==> config.mk <==
export PLATFORM = sky130hd
export DESIGN_NAME = weight_fetch_ctrl
export DESIGN_NICKNAME = d
export VERILOG_FILES = /design/src/rtl/weight_fetch_pkg.sv /design/src/rtl/weight_skid_fifo.sv /design/src/rtl/weight_fetch_ctrl.sv
export SDC_FILE = /design/constraint.sdc
export NUM_CORES = 1
export LEC_CHECK = 0
export CORE_ASPECT_RATIO = 0.9
export CORE_MARGIN = 5
export CORE_UTILIZATION = 26
export CTS_CLUSTER_SIZE = 14
export DETAILED_ROUTE_END_ITERATION = 6
export DONT_BUFFER_PORTS = 1
export PLACE_DENSITY = 0.45
export SLEW_MARGIN = 20
export SYNTH_ARGS = -nofsm -noshare
export SYNTH_HDL_FRONTEND = slang
export SYNTH_HIERARCHICAL = 1
export SYNTH_SLANG_ARGS = --single-unit
==> constraint.sdc <==
create_clock -name CLK -period 5.7 [get_ports CLK]
set_clock_uncertainty 0.2 [all_clocks]
set_input_delay 0.57 -clock CLK [delete_from_list [all_inputs] [get_ports CLK]]
set_output_delay 0.57 -clock CLK [all_outputs]
set_load 0.1 [all_outputs]
==> src/rtl/weight_fetch_pkg.sv <==
// Shared defaults and state encoding for the weight fetch controller.
package weight_fetch_pkg;

    localparam int DW_DEF    = 16;
    localparam int AW_DEF    = 5;
    localparam int DEPTH_DEF = 28;

    // IDLE waits for START, FETCH issues BRAM reads, DRAIN empties the FIFO
    typedef enum logic [1:0] {
        IDLE  = 2'd0,
        FETCH = 2'd1,
        DRAIN = 2'd2
    } state_e;

endpackage

==> src/rtl/weight_skid_fifo.sv <==
// Two-entry FIFO holding {index, last, data} for one BRAM read each.
// The head entry is presented combinationally; pops of an empty FIFO are ignored.
module weight_skid_fifo #(
    parameter int DW = 16,
    parameter int AW = 5
) (
    input  logic          clk,
    input  logic          rstn,
    input  logic          push,
    input  logic [DW-1:0] push_data,
    input  logic [AW-1:0] push_index,
    input  logic          push_last,
    input  logic          pop,
    output logic [1:0]    count,
    output logic [DW-1:0] head_data,
    output logic [AW-1:0] head_index,
    output logic          head_last
);

    logic       wr_ptr_q, wr_ptr_d;
    logic       rd_ptr_q, rd_ptr_d;
    logic [1:0] count_q, count_d;
    logic       do_pop;

    assign do_pop = pop && (count_q != 2'd0);

    // Pointer and occupancy bookkeeping
    always_comb begin
        wr_ptr_d = wr_ptr_q;
        rd_ptr_d = rd_ptr_q;
        count_d  = count_q;
        if (push) begin
            wr_ptr_d = ~wr_ptr_q;
        end
        if (do_pop) begin
            rd_ptr_d = ~rd_ptr_q;
        end
        case ({push, do_pop})
            2'b10:   count_d = count_q + 2'd1;
            2'b01:   count_d = count_q - 2'd1;
            default: count_d = count_q;
        endcase
    end

    // Register pointers and occupancy
    always_ff @(posedge clk) begin
        if (!rstn) begin
            wr_ptr_q <= 1'b0;
            rd_ptr_q <= 1'b0;
            count_q  <= 2'd0;
        end else begin
            wr_ptr_q <= wr_ptr_d;
            rd_ptr_q <= rd_ptr_d;
            count_q  <= count_d;
        end
    end

    // One storage slot per entry; a slot only loads when the write pointer selects it
    for (genvar gi = 0; gi < 2; gi++) begin : g_entry
        logic [DW-1:0] data_q, data_d;
        logic [AW-1:0] index_q, index_d;
        logic          last_q, last_d;

        // Load this slot on a push that targets it
        always_comb begin
            data_d  = data_q;
            index_d = index_q;
            last_d  = last_q;
            if (push && (wr_ptr_q == 1'(gi))) begin
                data_d  = push_data;
                index_d = push_index;
                last_d  = push_last;
            end
        end

        // Slot storage
        always_ff @(posedge clk) begin
            if (!rstn) begin
                data_q  <= '0;
                index_q <= '0;
                last_q  <= 1'b0;
            end else begin
                data_q  <= data_d;
                index_q <= index_d;
                last_q  <= last_d;
            end
        end
    end

    // Head selection
    always_comb begin
        head_data  = g_entry[0].data_q;
        head_index = g_entry[0].index_q;
        head_last  = g_entry[0].last_q;
        if (rd_ptr_q) begin
            head_data  = g_entry[1].data_q;
            head_index = g_entry[1].index_q;
            head_last  = g_entry[1].last_q;
        end
    end

    assign count = count_q;

endmodule

==> src/rtl/weight_fetch_ctrl.sv <==
// Sweeps a weight BRAM from address 0 to DEPTH-1 and streams the words to the
// MAC over valid/ready. Reads have one cycle of latency (address at edge k,
// data captured at edge k+1); a credit check keeps the 2-entry FIFO from
// overflowing while still allowing one beat per cycle.
module weight_fetch_ctrl
    import weight_fetch_pkg::*;
#(
    parameter int DW    = DW_DEF,
    parameter int AW    = AW_DEF,
    parameter int DEPTH = DEPTH_DEF
) (
    input  logic          CLK,
    input  logic          RSTN,
    input  logic          START,
    output logic          BUSY,
    output logic          DONE,
    output logic [AW-1:0] ADDR,
    output logic          EN,
    output logic          WE,
    output logic [DW-1:0] DI,
    input  logic [DW-1:0] DO,
    output logic [DW-1:0] W_DATA,
    output logic [AW-1:0] W_INDEX,
    output logic          W_VALID,
    input  logic          W_READY,
    output logic          W_LAST
);

    state_e        state_q, state_d;
    logic          busy_q, busy_d;
    logic          done_q, done_d;
    logic [AW-1:0] addr_q, addr_d;
    logic          en_q, en_d;
    logic [AW-1:0] cnt_q, cnt_d;          // next address to issue
    logic          inflight_q, inflight_d;  // a read issued last cycle lands now

    logic [1:0]    fifo_count;
    logic          pop;
    logic          push_last;
    logic [2:0]    credit_need;
    logic [2:0]    credit_avail;
    logic          credit_ok;

    assign W_VALID   = (fifo_count != 2'd0);
    assign pop       = W_VALID && W_READY;
    assign push_last = (addr_q == AW'(DEPTH - 1));

    // Entries that will occupy the FIFO after this edge must leave room for one more
    assign credit_need  = {1'b0, fifo_count} + {2'b00, inflight_q};
    assign credit_avail = 3'd1 + {2'b00, pop};
    assign credit_ok    = (credit_need <= credit_avail);

    weight_skid_fifo #(
        .DW(DW),
        .AW(AW)
    ) u_fifo (
        .clk        (CLK),
        .rstn       (RSTN),
        .push       (inflight_q),
        .push_data  (DO),
        .push_index (addr_q),
        .push_last  (push_last),
        .pop        (pop),
        .count      (fifo_count),
        .head_data  (W_DATA),
        .head_index (W_INDEX),
        .head_last  (W_LAST)
    );

    // Next-state and registered-output logic for the sweep FSM
    always_comb begin
        state_d    = state_q;
        busy_d     = busy_q;
        done_d     = 1'b0;
        addr_d     = addr_q;
        en_d       = 1'b0;
        cnt_d      = cnt_q;
        inflight_d = 1'b0;
        case (state_q)
            IDLE: begin
                if (START) begin
                    busy_d     = 1'b1;
                    addr_d     = '0;
                    en_d       = 1'b1;
                    inflight_d = 1'b1;
                    cnt_d      = AW'(1);
                    state_d    = FETCH;
                end
            end
            FETCH: begin
                if (credit_ok) begin
                    addr_d     = cnt_q;
                    en_d       = 1'b1;
                    inflight_d = 1'b1;
                    if (cnt_q == AW'(DEPTH - 1)) begin
                        cnt_d   = '0;
                        state_d = DRAIN;
                    end else begin
                        cnt_d = cnt_q + AW'(1);
                    end
                end
            end
            DRAIN: begin
                addr_d = '0;
                if (pop && W_LAST) begin
                    done_d  = 1'b1;
                    busy_d  = 1'b0;
                    state_d = IDLE;
                end
            end
            default: begin
                state_d = IDLE;
                busy_d  = 1'b0;
                addr_d  = '0;
                cnt_d   = '0;
            end
        endcase
    end

    // State and output registers; reset discards any sweep in progress
    always_ff @(posedge CLK) begin
        if (!RSTN) begin
            state_q    <= IDLE;
            busy_q     <= 1'b0;
            done_q     <= 1'b0;
            addr_q     <= '0;
            en_q       <= 1'b0;
            cnt_q      <= '0;
            inflight_q <= 1'b0;
        end else begin
            state_q    <= state_d;
            busy_q     <= busy_d;
            done_q     <= done_d;
            addr_q     <= addr_d;
            en_q       <= en_d;
            cnt_q      <= cnt_d;
            inflight_q <= inflight_d;
        end
    end

    assign BUSY = busy_q;
    assign DONE = done_q;
    assign ADDR = addr_q;
    assign EN   = en_q;
    assign WE   = 1'b0;
    assign DI   = '0;

endmodule

==> flow_metrics.py <==
metrics = {
    "status": {
        "status": "complete, no violations",
    },
    "clock_tree": {
        "htreeDepth": 3,
        "cts_setup_buffers": 0,
        "cts_buffer_depth": 2,
        "cts_root_buf": "clkbuf_16",
        "cts_sinks": 63,
        "cts_buffers": 9,
        "cts_resized": 0,
        "clk_pin_slew_ns": 0.06,
        "clk-insertion-delay-late_ns": 0.32,
        "tritoncts": "done",
        "postCtsHoldBufs": 0,
    },
    "floorplanning": {
        "die_area_um2": 13990,
        "die_w_um": 124.1,
        "core.rowCount": 37,
        "coreArea_um2": 11430,
        "io_pins": 68,
        "start_util_pct": 26.64,
        "fp.dieH_um": 112.7,
    },
    "global_routing": {
        "grt_max_degree": 56,
        "grt_pass1_vias": 2119,
        "grt_pass1_wl_um": 11650,
        "grt_usage_pct": 10.85,
        "antenna_found_initial": 0,
        "grt_overflow": 0,
    },
    "critical_path": {
        "regToRegSetupSlack_ns": 3.00,
        "r2r-end": "cnt_q[3]",
        "cp_data_arrival_time_ns": 2.69,
        "crit_fanout": 7,
        "crit_type": "reg2reg",
        "crit_end": "cnt_q[3]",
        "r2r_cells": 6,
        "setup.worst_path.start": "inflight_q",
        "startpoint_type": "flip-flop",
        "worstPathRequired_ns": 5.69,
        "crit_path_end_kind": "flip-flop",
        "timing.rr.start": "inflight_q",
    },
    "timing": {
        "finalCritPeriodShare_pct": 47.31,
        "max_freq_mhz": 370.8,
        "worstMarginPinSlew_ns": 1.129,
        "slew_headroom_pct": 24.61,
        "setup_viol": 0,
        "setup_tns_ns": 0,
        "rsz0062_at_grt": "no",
        "hold_viol": 0,
        "period_minus_slack_ns": 2.697,
        "finalMaxSlewViolations": 0,
    },
    "synth": {
        "ys_ff_latch": 63,
        "synth_cell_types": 48,
        "synth_cells": 334,
        "synthesis.area_um2": 3047,
        "synth_top_cell_by_area": "dfxtp_1",
        "synth_ff_type": "dfxtp_1",
        "netlist_top_cells_area": "dfxtp_1 41%, nand2_1 12%, a21boi_1 10%",
        "async_flop_share_pct": 0,
        "synth_seq_area_share_pct": 41.40,
        "synth_top_area_share_pct": 41.40,
        "synth_area_per_cell_um2": 9.122,
        "synth-edff-count": 0,
        "yosys_warnings": 6,
    },
    "final_layout": {
        "drive_gt1_share_pct": 16.17,
        "syn2layout_area_growth_pct": 11.58,
        "layout.nets": 355,
        "antenna_cells": 0,
        "layoutNonFillerInstCount": 490,
    },
    "placed_design": {
        "port_buffers": 0,
        "gp_congestion": 0.7000,
        "dp.cells": 474,
        "hpwl_um": 4660,
    },
    "routing": {
        "drt_wl_total_um": 7179,
        "drc": 0,
        "dr.pass1.iters": 4,
        "initialDrtViolationCount": 110,
        "vias": 2217,
        "wire_per_inst_um": 14.65,
        "ant_nets": 0,
        "vias_per_cell": 4.524,
    },
    "power_and_ir_drop": {
        "total_leakage_power_nw": 1.239,
        "powerDensity_nw_per_um2": 483.6,
        "max-vdd-ir-drop_v": 0.0002248,
    },
    "job": {
        "cap_violations": 0,
    },
    "worst_hold_path": {
        "hp-class": "in2reg",
    },
}
## kinds of logic after synthesis
group / Yosys count / synth area share [%]
compound gates: 74 / 18.93
xor+xnor: 3 / 0.8626
fa+ha+maj: 6 / 2.710
buf+inv: 40 / 7.803
flops: 63 / 41.40
mux: 23 / 8.871
other cells: 1 / 0.1231
simple gates: 124 / 19.30
## metrics by stage
step	instance area, um^2	setup slack [ns]	util (%)	hold slack [ns]	power (mW)
2_1_floorplan	3107	2.815	-	0.2316	1.067
3_3_place_gp	3105	2.665	27.16	0.2376	1.117
3_5_place_dp	3105	2.619	27.16	0.2416	1.124
4_1_cts	3396	2.608	29.70	0.1603	1.666
5_1_grt	3400	2.880	29.73	0.1613	1.736
6_report	3400	3.003	29.73	0.1719	1.644
## flip-flops by register name, summed over array words and instances, names as in the netlist
register                cells
ADDR                        5
BUSY                        1
DONE                        1
cnt_q                       5
inflight_q                  1
state_q                     2
u_fifo/count                2
u_fifo/g_entry.data_q      32
u_fifo/g_entry.index_q     10
u_fifo/g_entry.last_q       2
u_fifo/rd_ptr_q             1
u_fifo/wr_ptr_q             1
## critical path: stages (launching register included)
cell	delay (ns)
dfxtp_2	0.73
ha_1	0.29
fa_1	0.48
nor3b_4	0.20
or2_1	0.23
a31oi_1	0.29
a31oi_1	0.14
## cell usage in the layout, fill, tap and decap left out, drive strengths merged, types with 2 or more instances in the layout
cell,count
nand2b,2
nand3b,3
a31oi,5
a31o,2
a21oi,2
and2,4
o21ai,4
buf,3
mux2,22
nor3,2
a41oi,2
clkbuf,10
dfxtp,63
or2,2
a21boi,46
a32o,6
nor2,3
nand2,94
nor3b,2
inv,5
nand3,2
nor2b,4
o21a,4
xnor2,3
and2b,2
clkinv,4
ha,5
conb,17
## synthesized netlist by cell type (2+ instances only)
library cell	instances
nand2_1	94
dfxtp_1	63
a21boi_1	41
mux2_2	22
buf_4	18
buf_2	10
a32o_1	6
clkbuf_1	6
a21boi_0	5
a31oi_1	5
ha_1	5
inv_1	5
and2_1	3
nor2_1	3
nor2b_1	3
o21a_1	3
o21ai_0	3
xnor2_1	3
a21oi_1	2
a41oi_1	2
nand2b_1	2
nand3_1	2
nand3b_4	2
nor3_1	2
## worst min-delay path by stage
stage,start,end,cells past startpoint
2_1_floorplan,u_fifo/g_entry[1].data_q[0],u_fifo/g_entry[1].data_q[0],2
3_3_place_gp,u_fifo/g_entry[0].data_q[4],u_fifo/g_entry[0].data_q[4],2
3_5_place_dp,u_fifo/g_entry[1].index_q[2],u_fifo/g_entry[1].index_q[2],2
4_1_cts,DO[9],u_fifo/g_entry[0].data_q[9],2
5_1_grt,DO[9],u_fifo/g_entry[0].data_q[9],2
6_report,DO[14],u_fifo/g_entry[0].data_q[14],2
## per-layer routing
layer,GRT usage [%],vias up,routed length [um]
li1,-,1099,-
met1,13.96,1060,3291
met2,16.46,50,3343
met3,4.198,8,448
met4,3.942,0,95
met5,0,-,0
## final cells by class
| type | count | area, um^2 |
|---|---|---|
| fillers | 1247 | 8035 |
| multi-input cells | 247 | 1610 |
| flip-flops and latches | 63 | 1262 |
| clock buffers | 10 | 229.0 |
| well taps | 156 | 195.2 |
| clock inverters | 6 | 61.31 |
| repair buffers | 3 | 22.52 |
| inverters | 5 | 18.77 |
## power breakdown
group	internal, mW	total (mW)	switching, mW
combinational	0.144	0.542	0.398
sequential	0.486	0.569	0.0829
clock	0.337	0.533	0.197
total	0.967	1.64	0.677
Note: power is estimated with default switching activity, not from simulation.
